## config.mk

```make
export PLATFORM = sky130hd
export DESIGN_NAME = multicycle_control
export DESIGN_NICKNAME = d
export VERILOG_FILES = /design/src/rtl/mc_pkg.sv /design/src/rtl/mc_perf_cnt.sv /design/src/rtl/multicycle_control.sv
export SDC_FILE = /design/constraint.sdc
export NUM_CORES = 1
export LEC_CHECK = 0
export BUFFER_PORTS_ARGS = -buffer_cell sky130_fd_sc_hd__buf_2
export CAP_MARGIN = 20
export CORE_ASPECT_RATIO = 0.9
export CORE_UTILIZATION = 34
export DETAILED_ROUTE_END_ITERATION = 6
export PLACE_DENSITY = 0.79
export SYNTH_ARGS = -nofsm -noshare
export SYNTH_HDL_FRONTEND = slang
export SYNTH_SLANG_ARGS = --single-unit
```

## constraint.sdc

```tcl
create_clock -name clk -period 1.4 [get_ports clk]
set_input_delay 0.21 -clock clk [delete_from_list [all_inputs] [get_ports clk]]
set_output_delay 0.21 -clock clk [all_outputs]
set_load 0.01 [all_outputs]
```

## src/rtl/mc_pkg.sv

```systemverilog
// Shared definitions for the multi-cycle control unit.
// Holds the opcode map, the FSM state enum and the datapath select encodings.
// Pure declarations only; no logic lives here.
package mc_pkg;

  // Opcode map; values are zero-extended to the opcode port width by the user
  localparam int unsigned OP_RTYPE = 0;
  localparam int unsigned OP_LW    = 1;
  localparam int unsigned OP_SW    = 2;
  localparam int unsigned OP_BEQ   = 3;
  localparam int unsigned OP_J     = 4;
  localparam int unsigned OP_ADDI  = 5;

  typedef enum logic [3:0] {
    S_RESET,
    S_FETCH,
    S_DECODE,
    S_MEM_ADDR,
    S_MEM_READ,
    S_MEM_WRITE,
    S_MEM_WB,
    S_EXEC_R,
    S_R_WB,
    S_EXEC_I,
    S_I_WB,
    S_BRANCH,
    S_JUMP,
    S_TRAP
  } state_e;

  // alu_op encodings
  localparam logic [1:0] ALU_ADD   = 2'b00;
  localparam logic [1:0] ALU_SUB   = 2'b01;
  localparam logic [1:0] ALU_FUNCT = 2'b10;

  // alu_src_b encodings
  localparam logic [1:0] SRCB_REG  = 2'b00;
  localparam logic [1:0] SRCB_ONE  = 2'b01;
  localparam logic [1:0] SRCB_IMM  = 2'b10;
  localparam logic [1:0] SRCB_BOFF = 2'b11;

  // pc_source encodings
  localparam logic [1:0] PCSRC_ALU    = 2'b00;
  localparam logic [1:0] PCSRC_ALUOUT = 2'b01;
  localparam logic [1:0] PCSRC_JUMP   = 2'b10;

endpackage

```

## src/rtl/mc_perf_cnt.sv

```systemverilog
// Cycle and retired-instruction counters for the multi-cycle control unit.
// Each counter advances on the edge where its increment input is high and wraps modulo 2^CNT_W.
// No backpressure; the increments are qualified by the control FSM.
module mc_perf_cnt #(
  parameter int CNT_W = 32
) (
  input  logic             clk,
  input  logic             rst_n,
  input  logic             cycle_inc_i,
  input  logic             instr_inc_i,
  output logic [CNT_W-1:0] cycle_cnt_o,
  output logic [CNT_W-1:0] instr_cnt_o
);

  logic [CNT_W-1:0] cycle_q, cycle_d;
  logic [CNT_W-1:0] instr_q, instr_d;

  // Next counter values; plain addition wraps naturally at the counter width
  always_comb begin
    cycle_d = cycle_q;
    instr_d = instr_q;
    if (cycle_inc_i) cycle_d = cycle_q + CNT_W'(1);
    if (instr_inc_i) instr_d = instr_q + CNT_W'(1);
  end

  // Counter registers, cleared by the asynchronous reset
  always_ff @(posedge clk or negedge rst_n) begin
    if (!rst_n) begin
      cycle_q <= '0;
      instr_q <= '0;
    end else begin
      cycle_q <= cycle_d;
      instr_q <= instr_d;
    end
  end

  assign cycle_cnt_o = cycle_q;
  assign instr_cnt_o = instr_q;

endmodule

```

## src/rtl/multicycle_control.sv

```systemverilog
// Multi-cycle Moore control FSM driving PC, IR, memory-address and ALU-operand selects.
// Instructions take 3-5 cycles; FETCH/MEM_READ/MEM_WRITE stall until mem_ready.
// Illegal opcodes park the FSM in TRAP until reset. Optional counters under MC_PERF_CNT_EN.
module multicycle_control
  import mc_pkg::*;
#(
  parameter int OPCODE_W = 4,
  parameter int ALU_OP_W = 2,
  parameter int CNT_W    = 32
) (
  input  logic                clk,
  input  logic                rst_n,
  input  logic [OPCODE_W-1:0] opcode,
  input  logic                zero,
  input  logic                mem_ready,
  output logic                pc_write,
  output logic                pc_write_cond,
  output logic                ir_write,
  output logic                iord,
  output logic                mem_read,
  output logic                mem_write,
  output logic                reg_write,
  output logic                reg_dst,
  output logic                mem_to_reg,
  output logic                alu_src_a,
  output logic [1:0]          alu_src_b,
  output logic [1:0]          pc_source,
  output logic [ALU_OP_W-1:0] alu_op,
  output logic                pc_en,
  output logic                halted,
  output logic [CNT_W-1:0]    cycle_cnt,
  output logic [CNT_W-1:0]    instr_cnt
);

  state_e     state_q, state_d;
  // Remembers lw vs sw from DECODE so MEM_ADDR does not depend on a live opcode
  logic       is_lw_q, is_lw_d;
  logic [1:0] alu_op_raw;

  // Next-state logic; memory states hold until mem_ready
  always_comb begin
    state_d = state_q;
    is_lw_d = is_lw_q;
    case (state_q)
      S_RESET:  state_d = S_FETCH;
      S_FETCH:  if (mem_ready) state_d = S_DECODE;
      S_DECODE: begin
        is_lw_d = (opcode == OPCODE_W'(OP_LW));
        if (opcode == OPCODE_W'(OP_LW) || opcode == OPCODE_W'(OP_SW)) state_d = S_MEM_ADDR;
        else if (opcode == OPCODE_W'(OP_RTYPE)) state_d = S_EXEC_R;
        else if (opcode == OPCODE_W'(OP_ADDI))  state_d = S_EXEC_I;
        else if (opcode == OPCODE_W'(OP_BEQ))   state_d = S_BRANCH;
        else if (opcode == OPCODE_W'(OP_J))     state_d = S_JUMP;
        else                                    state_d = S_TRAP;
      end
      S_MEM_ADDR:  state_d = is_lw_q ? S_MEM_READ : S_MEM_WRITE;
      S_MEM_READ:  if (mem_ready) state_d = S_MEM_WB;
      S_MEM_WRITE: if (mem_ready) state_d = S_FETCH;
      S_MEM_WB:    state_d = S_FETCH;
      S_EXEC_R:    state_d = S_R_WB;
      S_R_WB:      state_d = S_FETCH;
      S_EXEC_I:    state_d = S_I_WB;
      S_I_WB:      state_d = S_FETCH;
      S_BRANCH:    state_d = S_FETCH;
      S_JUMP:      state_d = S_FETCH;
      S_TRAP:      state_d = S_TRAP;
      default:     state_d = S_RESET;
    endcase
  end

  // State register; reset aborts any instruction in flight
  always_ff @(posedge clk or negedge rst_n) begin
    if (!rst_n) begin
      state_q <= S_RESET;
      is_lw_q <= 1'b0;
    end else begin
      state_q <= state_d;
      is_lw_q <= is_lw_d;
    end
  end

  // Moore output decode; only the FETCH write strobes follow mem_ready
  always_comb begin
    pc_write      = 1'b0;
    pc_write_cond = 1'b0;
    ir_write      = 1'b0;
    iord          = 1'b0;
    mem_read      = 1'b0;
    mem_write     = 1'b0;
    reg_write     = 1'b0;
    reg_dst       = 1'b0;
    mem_to_reg    = 1'b0;
    alu_src_a     = 1'b0;
    alu_src_b     = SRCB_REG;
    pc_source     = PCSRC_ALU;
    alu_op_raw    = ALU_ADD;
    halted        = 1'b0;
    case (state_q)
      S_FETCH: begin
        mem_read  = 1'b1;
        alu_src_b = SRCB_ONE;
        ir_write  = mem_ready;
        pc_write  = mem_ready;
      end
      S_DECODE:    alu_src_b = SRCB_BOFF;
      S_MEM_ADDR: begin
        alu_src_a = 1'b1;
        alu_src_b = SRCB_IMM;
      end
      S_MEM_READ: begin
        mem_read = 1'b1;
        iord     = 1'b1;
      end
      S_MEM_WRITE: begin
        mem_write = 1'b1;
        iord      = 1'b1;
      end
      S_MEM_WB: begin
        reg_write  = 1'b1;
        mem_to_reg = 1'b1;
      end
      S_EXEC_R: begin
        alu_src_a  = 1'b1;
        alu_op_raw = ALU_FUNCT;
      end
      S_R_WB: begin
        reg_write = 1'b1;
        reg_dst   = 1'b1;
      end
      S_EXEC_I: begin
        alu_src_a = 1'b1;
        alu_src_b = SRCB_IMM;
      end
      S_I_WB:      reg_write = 1'b1;
      S_BRANCH: begin
        alu_src_a     = 1'b1;
        alu_op_raw    = ALU_SUB;
        pc_write_cond = 1'b1;
        pc_source     = PCSRC_ALUOUT;
      end
      S_JUMP: begin
        pc_write  = 1'b1;
        pc_source = PCSRC_JUMP;
      end
      S_TRAP:      halted = 1'b1;
      default:     ;
    endcase
  end

  assign alu_op = ALU_OP_W'(alu_op_raw);
  assign pc_en  = pc_write | (pc_write_cond & zero);

`ifdef MC_PERF_CNT_EN
  logic cycle_inc, instr_inc;
  assign cycle_inc = (state_q != S_RESET) && (state_q != S_TRAP);
  // A retired instruction is a move into FETCH from a final instruction state
  assign instr_inc = (state_d == S_FETCH) &&
                     (state_q inside {S_MEM_WB, S_MEM_WRITE, S_R_WB, S_I_WB, S_BRANCH, S_JUMP});

  mc_perf_cnt #(.CNT_W(CNT_W)) u_perf_cnt (
    .clk         (clk),
    .rst_n       (rst_n),
    .cycle_inc_i (cycle_inc),
    .instr_inc_i (instr_inc),
    .cycle_cnt_o (cycle_cnt),
    .instr_cnt_o (instr_cnt)
  );
`else
  assign cycle_cnt = '0;
  assign instr_cnt = '0;
`endif

endmodule

```

== Yosys cells after proc, flatten, opt, wreduce, memory -nomap -nowiden ==
Index checks and enable logic that the tools add are counted.
Word-level totals
  output and inout bits: 82
  register bits after elaboration: 5
  word-level logic and storage cells: 59
  input port bits: 8
Cells by class
  eq/ne operators: 21
  multiplexer cells: 24
  reductions and logical operators: 10
  bitwise operators: 2
Operator list (number)
  $pmux 4 s9: 1
  $eq 4x3->1 const B: 6
  $eq 4x4->1 const B: 6
  $mux 4: 5
  $eq 4x2->1 const B: 4
  $mux 1: 12
  $eq 4x1->1 const B: 2
  $logic_not 4->1: 2
  $pmux 2 s2: 2
  $mux 3: 2
  $ne 2x2->1 const B: 3
  $pmux 2 s3: 1
  $reduce_or 2->1: 3
  $reduce_or 6->1: 1
  $reduce_or 4->1: 1
  $reduce_and 3->1: 1
  $reduce_or 3->1: 1
  $pmux 1 s2: 1
  $and 1x1->1: 1
  $logic_or 1x1->1: 1
  $or 1x1->1: 1

== Depth between registers and ports, before layout ==
  depth after elaboration: 7
  depth in mapped cells: 5
  depth with buffers taken out: 4

== Worst setup path after synthesis ==
Ideal clock, no wire load.
  kind: register -> output
  start point: reg state_q[0]
  end point: out pc_en
  stages on the path, launching flop included: 6
  arrival: 1307 ps
  buffers on the path: 1
  required time: 1190 ps
  slack: -117 ps
  path through: dfrtp_1 > buf_2 > nor2b_1 > and3_1 > or2_1 > a21o_1
Between the ends
  elaborated cells on any way between the ends: 7
  those cells by class: eq/ne: 3; mux: 2; bitwise: 2
RTL lines
  start, declared: line multicycle_control.sv:35  | state_e state_q, state_d;
  start signal, assigned: line multicycle_control.sv:77  | state_q <= state_d;
  $eq 4x4->1 / $eq 4x1->1 (equally long branches): line multicycle_control.sv:98  | case (state_q)
  $pmux 1 s2 (*): line multicycle_control.sv:98
  via pc_write: line multicycle_control.sv:16  | output logic pc_write,
  $or 1x1->1 (*): line multicycle_control.sv:151  | assign pc_en = pc_write | (pc_write_cond & zero);
  end, declared: line multicycle_control.sv:29  | output logic pc_en,
Mark *: on every way through the listed nets, which the timed path passes. The rest lies on a longest branch.

== Worst setup path in the final report ==
  start point: reg state_q[0]
  end point: out pc_en
Between the ends
  word-level cells in the longest chain between the ends: 4
  elaborated cells on any way between the ends: 7
  those cells by class: eq/ne: 3; mux: 2; bitwise: 2
RTL lines (line)
  $eq 4x4->1: multicycle_control.sv:98
  $mux 1: multicycle_control.sv:98
  $and 1x1->1: multicycle_control.sv:151
  $or 1x1->1 (*): multicycle_control.sv:151
Mark *: on every way between the ends. The rest lies on a longest branch, timed or not.

==> flow_summary.yaml <==
worst_setup_path:
  required_ns: 1.19
  end_kind: "output port"
  crit_type: "flop to output port"
  crit_fanout: 3
  worstPathArrival_ns: 1.41
  cp-start-kind: "flop"
synth:
  syn_inst_count: 137
  synth_area_sq_mm: 0.00100
  synthDominantAreaCellType: "buf_4"
  synthMostInstantiatedCell: "buf_4"
  syn_avg_cell_area_sq_um: 7.32
  synth_area_leaders: "buf_4, dfrtp_1, nor2_1"
  synthDistinctLibCells: 31
  async_reset_ff_share_pct: 100
  number_of_synthesized_flops_with_an_enable_pin: 0
  synth-seq-area-share_pct: 12.5
  post-synth-top-area-fraction_pct: 48.7
  synth-seq-cells: 5
  warning_count_from_the_yosys_run: 0
  yosys_most_used_dff: "dfrtp_1"
  most_frequent_cells_after_synthesis: "buf_4, nor2_1, o21ai_0"
floorplanning:
  floorplan.die_area_sq_mm: 0.00317
  die_w_um: 59.2
  row_count: 18
  num_io_pins: 90
  floorplan.initialDensity_pct: 36.2
  fp.coreArea_sq_mm: 0.00277
  die-height_um: 53.5
placement:
  dp_slack_ns: -0.0355
  gp_routability_congestion: 0.890
  port_buffers: 25
  dp_hpwl_um: 1490
  dpl.cell_count: 207
power_and_ir_drop:
  post-layout-total-power_mw: 1.87
  p_leak_nw: 0.649
  cellPowerDensity_mw_per_mm2: 1600
  max-vdd-ir-drop_v: 0.000495
clocking:
  cts_buffer_depth: 2
  clk-insertion-delay-late_ns: 0.24
  cts_tree: "built"
  clk_transition_reported_paths_ns: 0.04
  max_h_tree_level: 1
  clkSinkCount: 5
  tritoncts.num_buffers: 3
  clock-root-buffer: "clkbuf_4"
timing:
  setup_violations: 17
  finalCriticalPeriod_ns: 1.62
  timing_max_transition_violations_final: 0
  layout_worst_path_cycle_share_pct: 116
  timing.clock.skew_ns: 0.00200
  hold_viol_final: 0
  rsz0062_at_grt: "true"
  fin_ws_ns: -0.222
  hold_slack_ns: 0.240
  maxClockFrequency_mhz: 616
global_route:
  globalRouteTotalUtil_pct: 12.1
  via_count_of_the_first_global_routing_pass: 656
  grt_first_pass_wirelength_um: 2800
  antenna_found_initial: 0
  largest_net_degree_at_the_start_of_global_routing: 11
  grt-ovfl-total: 0
layout:
  sequential_cell_area_sq_um: 129
  nFillCells: 309
  nNetsFinal: 186
  multi_input_comb_area_sq_um: 657
  antenna_cells_inserted: 0
  layout-drive-gt1-share_pct: 36.2
  finalNonFillerCells: 217
  flow.area_growth_from_synthesis_pct: 17.0
routing:
  drt-pass1-iter-count: 4
  drt.antenna.violating_nets: 0
  finalWirelength_um: 1950
  drt_drc_violations_left: 0
  detail_route.vias_per_cell: 3.89
  overall_via_count_from_detail_route: 845
  drt_iter0_drc: 23
  avgRoutedWirePerCell_um: 8.99
worst_hold_path:
  worst_hold_path_type: "input port to flop"
run_status:
  result_of_the_run: "finished with violations"
  failed_checks: "setup timing"
flow_run:
  drv_cap: 0
[path summary, 6_finish.rpt]
| check | startpoint | depth (start not counted) | slack [ns] | endpoint |
|---|---|---|---|---|
| max | state_q[0]$_DFFE_PN0P_ | 5 | -0.22 | pc_en |
| min | mem_ready | 2 | 0.24 | state_q[0]$_DFFE_PN0P_ |
| max reg2reg | state_q[1]$_DFFE_PN0P_ | 6 | -0.07 | state_q[0]$_DFFE_PN0P_ |
| min reg2reg | is_lw_q$_DFFE_PN0P_ | 2 | 0.63 | is_lw_q$_DFFE_PN0P_ |
| max in group asynchronous | rst_n | 2 | 0.93 | state_q[1]$_DFFE_PN0P_ |
| min in group asynchronous | rst_n | 2 | 0.32 | state_q[2]$_DFFE_PN0P_ |
[critical path, cell delays in order (launching register included)]
cell and delay [ns]:
dfrtp_1 0.39, nor2b_4 0.14, and3_4 0.15, or2_4 0.22, a21o_1 0.14, buf_2 0.13
[cell families after synthesis]
group                  synth area share [%]
AO/OA/AOI/OAI                          15.4
XOR/XNOR                               1.75
buffers and inverters                  51.8
flip-flops                             12.5
other                                 0.374
AND/OR/NAND/NOR                        18.2
[cell type report]
cell class                      count  area share, %
Tap cell                           40           4.27
Sequential cell                     5           11.0
Timing Repair Buffer               45           26.5
Multi-Input combinational cell    123           56.0
Clock buffer                        4           2.24
[power by group]
part           internal, mW  switching, mW
logic                 0.701          0.718
registers             0.207         0.0776
clock network         0.108         0.0613
total                  1.02          0.857
[per-stage QoR]
| step | instance area [sq um] | utilization, % | TNS (ns) |
|---|---|---|---|
| 3_5_place_dp | 1020 | 36.8 | -0.0384 |
| 4_1_cts | 1140 | 41.2 | -1.36 |
| 3_3_place_gp | 1020 | 36.8 | -0.00825 |
| 2_1_floorplan | 1260 | - | 0 |
| 5_1_grt | 1170 | 42.3 | -2.80 |
| 6_report | 1170 | 42.3 | -1.47 |
[placed cells by master, fill, tap and decap left out, types with 2 or more instances in the layout]
cell type and n:
nand2b_4 2, nand2b_1 2, buf_2 24, buf_6 8
nor2_1 7, conb_1 64, dfrtp_2 3, buf_4 12
clkbuf_4 3, a211oi_1 2, a22oi_1 2, o21ai_0 6
dfrtp_1 2, nand3b_1 2, nor3_4 2, nor2_2 3
a21oi_1 4, nand2_1 4, nor2b_1 4
[metal layers]
layer | GRT usage [%] | wire [um] | part of all wire (%) | vias to the layer above
li1 | - | - | - | 404
met1 | 15.1 | 796 | 41 | 385
met2 | 19.5 | 952 | 49 | 52
met3 | 0.733 | 164 | 8.4 | 4
met4 | 9.52 | 38 | 1.9 | 0
met5 | 0 | 0 | 0 | -
[registers in the layout, indices dropped and copies added, names as in the netlist]
name	count
state_q	4
is_lw_q	1
[timing repair]
action / 4_1_cts / 5_1_grt
buffers inserted: 4 / 1
pin swaps: 3 / 3
resized for setup: 15 / 7
endpoints found under the setup margin: 17 / 19
hold buffers: 1 / 0
cloned: 0 / 0
endpoints found under the hold margin: 5 / 0
Note: power is estimated with default switching activity, not from simulation.
